<file path="src/rtl/io_panel_pkg.sv">
// io_panel_pkg: shared FSM state type, default input opcode and active-low 7-segment glyph decode
package io_panel_pkg;
  typedef enum logic [1:0] {IDLE, ARMED, WAIT_REL} state_e;
  localparam logic [2:0] IN_OPCODE_DEF = 3'b011;
  localparam logic [6:0] SEG [0:15] = '{
    7'h40, 7'h79, 7'h24, 7'h30, 7'h19, 7'h12, 7'h02, 7'h78,
    7'h00, 7'h10, 7'h08, 7'h03, 7'h46, 7'h21, 7'h06, 7'h0E
  };
  function automatic logic [6:0] hex7seg(input logic [3:0] d);
    return SEG[d];
  endfunction
endpackage

</file>
<file path="src/rtl/io_panel_debounce.sv">
// debounce: in_s (synchronized key) -> out_db level after DEBOUNCE_CYCLES+1 differing cycles, with rise/fall one-cycle strobes
module debounce #(
  parameter int DEBOUNCE_CYCLES = 16,
  parameter int CNT_W = 20
) (
  input  logic clock,
  input  logic reset,
  input  logic in_s,
  output logic out_db,
  output logic rise,
  output logic fall
);
  localparam logic [CNT_W-1:0] LIMIT = CNT_W'(DEBOUNCE_CYCLES);
  logic [CNT_W-1:0] cnt_q, cnt_d;
  logic db_q, db_d, prev_q;
  always_comb begin
    cnt_d = (in_s == db_q || cnt_q == LIMIT) ? '0 : cnt_q + 1'b1;
    db_d = (in_s != db_q && cnt_q == LIMIT) ? in_s : db_q;
  end
  always_ff @(posedge clock) begin
    if (reset) begin
      cnt_q <= '0;
      db_q <= 1'b1;
      prev_q <= 1'b1;
    end else begin
      cnt_q <= cnt_d;
      db_q <= db_d;
      prev_q <= db_q;
    end
  end
  assign out_db = db_q;
  assign rise = ~prev_q & db_q;
  assign fall = prev_q & ~db_q;
endmodule

</file>
<file path="src/rtl/io_panel.sv">
// io_panel: front panel; in: clock, reset, sw, key_n, IR, Halt, cpuOut; out: dataIn/enter handshake to the CPU, hex0/hex1 display of cpuOut, ledHalt
module io_panel
  import io_panel_pkg::*;
#(
  parameter int DEBOUNCE_CYCLES = 16,
  parameter int CNT_W = 20,
  parameter logic [2:0] IN_OPCODE = IN_OPCODE_DEF
) (
  input  logic       clock,
  input  logic       reset,
  input  logic [7:0] sw,
  input  logic       key_n,
  input  logic [2:0] IR,
  input  logic       Halt,
  input  logic [7:0] cpuOut,
  output logic [7:0] dataIn,
  output logic       enter,
  output logic [6:0] hex0,
  output logic [6:0] hex1,
  output logic       ledHalt
);
  logic key_m_q, key_s_q;
  logic [7:0] sw_m_q, sw_s_q;
  logic key_db, rise, fall;
  state_e state_q, state_d;
  logic seen_q, seen_d;
  logic [7:0] din_q, din_d;
  logic [7:0] out_q;
  logic [6:0] hex0_q, hex1_q;
  logic led_q;
  debounce #(.DEBOUNCE_CYCLES(DEBOUNCE_CYCLES), .CNT_W(CNT_W)) u_db (
    .clock(clock), .reset(reset), .in_s(key_s_q),
    .out_db(key_db), .rise(rise), .fall(fall)
  );
  always_comb begin
    state_d = state_q;
    seen_d = 1'b0;
    din_d = din_q;
    case (state_q)
      IDLE: if (fall) begin
        state_d = ARMED;
        din_d = sw_s_q;
      end
      ARMED: begin
        seen_d = seen_q | (IR == IN_OPCODE);
        if (Halt || (seen_q && IR != IN_OPCODE)) state_d = WAIT_REL;
      end
      WAIT_REL: if (key_db | rise) state_d = IDLE;
      default: state_d = IDLE;
    endcase
  end
  always_ff @(posedge clock) begin
    if (reset) begin
      key_m_q <= 1'b1;
      key_s_q <= 1'b1;
      sw_m_q <= '0;
      sw_s_q <= '0;
      state_q <= IDLE;
      seen_q <= 1'b0;
      din_q <= '0;
      out_q <= '0;
      hex0_q <= 7'h40;
      hex1_q <= 7'h40;
      led_q <= 1'b0;
    end else begin
      key_m_q <= key_n;
      key_s_q <= key_m_q;
      sw_m_q <= sw;
      sw_s_q <= sw_m_q;
      state_q <= state_d;
      seen_q <= seen_d;
      din_q <= din_d;
      out_q <= cpuOut;
      hex0_q <= hex7seg(out_q[3:0]);
      hex1_q <= hex7seg(out_q[7:4]);
      led_q <= Halt;
    end
  end
  assign dataIn = din_q;
  assign enter = state_q == ARMED;
  assign hex0 = hex0_q;
  assign hex1 = hex1_q;
  assign ledHalt = led_q;
endmodule
</file>
<file path="config.mk">
export PLATFORM = sky130hd
export DESIGN_NAME = io_panel
export DESIGN_NICKNAME = d
export VERILOG_FILES = /design/src/rtl/io_panel_pkg.sv /design/src/rtl/io_panel_debounce.sv /design/src/rtl/io_panel.sv
export SDC_FILE = /design/constraint.sdc
export NUM_CORES = 1
export LEC_CHECK = 0
export ABC_AREA = 0
export CORE_AREA = 4 4 76 96
export CTS_CLUSTER_SIZE = 40
export DETAILED_ROUTE_END_ITERATION = 6
export DIE_AREA = 0 0 80 100
export DONT_BUFFER_PORTS = 1
export HOLD_SLACK_MARGIN = 0.06
export MAX_ROUTING_LAYER = met4
export PLACE_DENSITY = 0.6
export SETUP_SLACK_MARGIN = 0.15
export SLEW_MARGIN = 25
export SYNTH_ARGS = -nofsm -noshare
export SYNTH_HDL_FRONTEND = slang
export SYNTH_SLANG_ARGS = --single-unit
</file>
<file path="constraint.sdc">
create_clock -name clock -period 2.9 [get_ports clock]
set_clock_uncertainty 0.2 [all_clocks]
set_input_delay 0.58 -clock clock [delete_from_list [all_inputs] [get_ports clock]]
set_output_delay 0.58 -clock clock [all_outputs]
set_load 0.02 [all_outputs]
</file>
## Word-level counts from Yosys, hierarchy flattened

Memories as Yosys holds them, arrays and structs flattened. A register that Yosys moved wholly into a read port is not among the register bits.
Cells that the tools add are included.

- Bits in registers: 60
- Memory bits (read-only): 224
- Input bits: 23
- Output and inout bits: 24
- Word-level logic and storage cells: 47
- Memories kept: 2

Memories:

| memory | depth | bits a word | read ports | clocked after Yosys merged registers in | write ports | line | text |
|---|---|---|---|---|---|---|---|
| (name not given) | 16 | 7 | 1 | 1 | 0 | io_panel_pkg.sv:10 | `return SEG[d];` |
| (name not given) | 16 | 7 | 1 | 1 | 0 | io_panel_pkg.sv:10 |  |

- $add $sub $neg: 1
- Equality and inequality tests: 10
- Multiplexer cells: 4
- Bitwise logic cells: 9
- Reductions and logical operators: 9

Operator list:

| kind | number |
|---|---|
| $add A20 B1 Y20 const B | 1 |
| $eq A20 B5 Y1 const B | 1 |
| $not A4 Y5 | 2 |
| $mux W2 | 3 |
| $pmux W2 S3 | 1 |
| $ne A2 B2 Y1 const B | 2 |
| $reduce_or A2 Y1 | 2 |
| $eq A3 B2 Y1 const B | 1 |
| $ne A3 B2 Y1 const B | 1 |
| $not A1 Y1 | 3 |
| $reduce_and A3 Y1 | 1 |
| $and A1 B1 Y1 | 2 |
| $eq A2 B1 Y1 const B | 1 |
| $eq A2 B2 Y1 const B | 1 |
| $logic_and A1 B1 Y1 | 2 |
| $logic_not A2 Y1 | 1 |
| $logic_or A1 B1 Y1 | 2 |
| $ne A2 B1 Y1 const B | 1 |
| $or A1 B1 Y1 | 2 |
| $reduce_and A2 Y1 | 1 |
| $eq A1 B1 Y1 | 1 |
| $ne A1 B1 Y1 | 1 |

## Depth between registers and ports, before layout

- Word-level depth: 5
- Gate-level depth with buffers: 7
- Gate-level depth less buffers: 6

## By module

A second synthesis with hierarchy kept.

- Cell total of the unflattened synthesis: 312
- Area total of the unflattened synthesis: 3042.9 um^2

Modules (own cells, without submodules):

| module | instances | cells each | area an instance (um^2) | sequential area each (um^2) |
|---|---|---|---|---|
| io_panel | 1 | 192 | 1996.9 | 1041.0 |
| debounce | 1 | 120 | 1046.0 | 440.4 |

## Worst setup path before layout

Ideal clock, no wire load.

- Path type: register to register
- Start point: register u_db.cnt_q[2]
- End point: register u_db.cnt_q[19]
- Setup time: 73 ps
- Arrival time: 1707 ps
- Data required time: 2627 ps
- Path slack: 920 ps
- Stages on the path, launching flop included: 6
- Buffers on the path: 1
- Clock period less this slack: 1980 ps
- Path through: dfxtp_1 nand2_2 or4_1 buf_2 or4_1 a21oi_1

- Word-level cells in the longest chain between the ends: 3
- Elaborated cells between the ends (all ways): 4
- Classes of those cells: 1 x add/sub; 1 x eq/ne; 2 x reduce/logical

RTL lines:

| what | line | text |
|---|---|---|
| from (decl) | io_panel_debounce.sv:14 | `logic [CNT_W-1:0] cnt_q, cnt_d;` |
| from (signal assigned) | io_panel_debounce.sv:26 | `cnt_q <= cnt_d;` |
| branches (longest 3 deep; another with $add A20 B1 Y20) | - |  |

Parallel ways; which one is timed is not known.
A chain may end at the register's enable or synchronous reset.

## Final worst setup path

- Start point: register u_db.cnt_q[0]
- End point: register u_db.cnt_q[19]

Same word-level chain as after synthesis.

==> key figures <==
Worst hold path
  – Hold crit path type: input pin to register
  – Hold_sp: reset
  – Hold depth: 1
  – Hold Path End: hex0[1]

Power and ir drop
  – Sequential fraction of design power: 53.1%
  – Power per cell area: 634 nW/um2
  – Psw: 0.449 mW
  – Logic pwr share: 3.3%
  – Total Power: 2.04 mW
  – Clk pwr share: 43.6%
  – Max VDD drop: 0.272 mV
  – Sw frac: 22.0%
  – Int Power: 1.59 mW
  – P_leak: 1.16 nW

Die
  – Initial Util: 45.7%
  – Standard-cell rows: 33
  – # IOs: 47
  – Die Y: 100 um
  – Core box area: 6440 um2
  – Total die area: 8000 um2
  – Die Wd: 80 um

Routing
  – Pre-antenna DRT Iters: 4
  – DRT Wirelength: 5190 um
  – Initial detailed-routing violation count: 78
  – DR vias/cell: 5.09
  – WL/cell: 12.6 um
  – Via count: 2,091
  – DRC: 0
  – Final ANT Viol Nets: 0

Synth
  – Synth async-reset ratio: 0%
  – Sequential share of the synthesized area: 50.3%
  – Ys Warns: 0
  – Avg Inst Size Synth: 9.08 um2
  – Post-Synthesis Cell Area: 2940 um2
  – #FFs+latches synth: 74
  – Synth unique cells: 39
  – Synth Net Count: 361
  – Dominant synthesized flop cell: dfxtp_1
  – Post-synth EDFFs: 0
  – Mapped Cells: 324

Run
  – Max Cap Viol: 0

Final layout
  – Share of cells above drive strength 1: 7.41%
  – Nets: 356
  – Post-layout util: 50.0%
  – Fin area: 3220 um2
  – # diodes: 0
  – Area growth syn-to-layout: 9.35%

Worst setup path
  – R2R Path End: u_db.cnt_q[19]
  – Startpoint types: register
  – CP Cell Sequence: nand3_1, or4_1, or4_1, a21oi_1
  – CP endpoint kind: register
  – Crit path kind: register to register
  – R2r startpoint: u_db.cnt_q[0]
  – Slowest stage cell on the critical path: or4_1
  – Worst R2R Setup Slack: 780 ps
  – Most numerous cell on the critical path: or4_1
  – CP max stage delay: 640 ps
  – Worst r2r path cells: 4
  – Arrival @ worst endpoint: 2190 ps
  – Worst endpoint required time: 2970 ps
  – Worst-path fanout max: 7

Clocking
  – Clock root buffer: clkbuf_8
  – Clock H-tree levels: 3
  – Worst-skew pair later-pin latency: 340 ps
  – Number of setup buffers added after CTS: 0
  – TritonCTS buffer count: 9
  – Longest Clk Path Bufs: 2
  – Cts hold-fix bufs: 0
  – CTS resizes: 0
  – TritonCTS Sinks: 74
  – Worst-path clk slew: 80 ps
  – CTS tree: built

Timing
  – RSZ-0062 raised after global routing: false
  – Hold Vio Cnt, Final: 0
  – Hold Slack: 113 ps
  – FMAX: 472 MHz
  – Final setup viols: 0
  – Final period util: 73.1%
  – Setup total negative slack: 0 ps
  – Slew @ Worst Pin: 833 ps
  – Slew Limit Headroom: 44.0%
  – Crit path time final: 2120 ps
  – Final Slew Violations: 0

Place
  – RD Place Congestion: 0.810
  – Detailed-placement wirelength estimate: 3630 um
  – IO Port Bufs: 0
  – Area post-placement: 2990 um2

Global routing
  – Initial antenna violation count: 0
  – Number of global-route vias before repair: 1,932
  – GRT Residual Overflow: 0
  – Largest net degree at the start of global routing: 57
  – Global-route usage over all layers: 14.1%
  – Global-route wire length before repair: 8650 um

Status
  – Run status: completed
==> flip-flops by register name, indices dropped and copies added, names as in the netlist <==
name         count
key_s_q          1
state_q          2
out_q            8
dataIn           8
ledHalt          1
seen_q           1
u_db.cnt_q      20
u_db.prev_q      1
hex0             7
sw_m_q           8
sw_s_q           8
u_db.out_db      1
hex1             7
key_m_q          1
==> logic make-up after synthesis <==
| family | synth area share [%] |
|---|---|
| adder cells (fa/ha/maj) | 5.95 |
| XOR/XNOR | 4.17 |
| AND/OR/NAND/NOR | 25.2 |
| AO/OA/AOI/OAI | 9.52 |
| buffers and inverters | 3.70 |
| flip-flops | 50.3 |
| multiplexers | 1.11 |
==> worst max-delay path by stage <==
stage / cells past startpoint / slack, ps / start / end
5_1_grt: 4 / 620 / u_db.cnt_q[5] / u_db.cnt_q[19]
2_1_floorplan: 5 / 920 / u_db.cnt_q[2] / u_db.cnt_q[19]
4_1_cts: 4 / 780 / u_db.cnt_q[0] / u_db.cnt_q[19]
3_5_place_dp: 4 / 810 / u_db.cnt_q[0] / u_db.cnt_q[19]
3_3_place_gp: 4 / 850 / u_db.cnt_q[0] / u_db.cnt_q[19]
6_report: 4 / 780 / u_db.cnt_q[0] / u_db.cnt_q[19]
==> cell usage in the layout (no fill, tap or decap), types with 2 or more instances in the layout <==
master	Yosys	final
clkinvlp_4	0	2
and4_1	2	2
a21oi_1	24	24
mux2_2	2	2
ha_1	14	14
nor2b_1	27	27
inv_1	11	11
clkbuf_8	0	10
bufinv_16	0	2
xnor2_1	6	6
or4_1	3	3
nor2_1	39	39
nand2b_1	8	8
nor4_1	4	4
o21ai_0	3	3
xor2_1	8	8
a211oi_1	6	6
nor3_1	6	6
nand3_1	6	6
a32oi_1	2	2
dfxtp_1	74	74
or2_2	3	3
a311oi_1	4	4
nor4b_1	2	2
nand2_1	31	31
nand4_1	5	5
and3_1	2	2
or3_1	4	4
==> power by group through the flow <==
stage          clock network (mW)  registers [mW]  logic, mW
6_report                    0.889            1.08     0.0674
5_1_grt                     0.955            1.09     0.0797
4_1_cts                     0.911            1.08     0.0687
3_5_place_dp                    0            1.11     0.0682
3_3_place_gp                    0            1.11     0.0672
2_1_floorplan                   0            1.10     0.0750
==> layout make-up <==
type,instances,area (um2)
fill,656,3220
inverter,11,41.3
timing repair buffer,1,7.51
clock inverter,6,88.8
sequential,74,1480
tap,87,109
clock buffer,10,138
multi-input combinational,222,1350
==> worst max-delay path, delay by kind of cell, from the launching register on <==
kind	cells	cell delay [ps]
DFF	1	390
and+or+nand+nor	3	1320
AOI/OAI and AO/OA	1	140
==> cell usage after synthesis (all sizes together), types with 6 or more instances <==
library cell  instances  area (um2)
nor3                  6        30.0
nand2b                8        50.1
ha                   14         175
nor2b                27         169
nand3                 6        30.0
clkbuf               12        45.0
a211oi                6        45.0
xnor2                 6        52.6
inv                  11        41.3
dfxtp                74        1480
a21oi                24         120
nand2                32         123
xor2                  8        70.1
nor2                 39         146
==> through the flow <==
step,setup slack [ps],instances
floorplan,920,324
finish,780,411
global placement,847,395
global route,622,411
CTS,781,411
detailed placement,808,395
==> metal layers <==
metal	vias to the layer above	track usage [%]	share of wire, %
met3	11	3.32	4.6
li1	1073	-	-
met1	967	15.4	42
met4	0	7.02	1.5
met5	-	-	0
met2	40	23.7	52
Power figures use the tool's default switching activity.
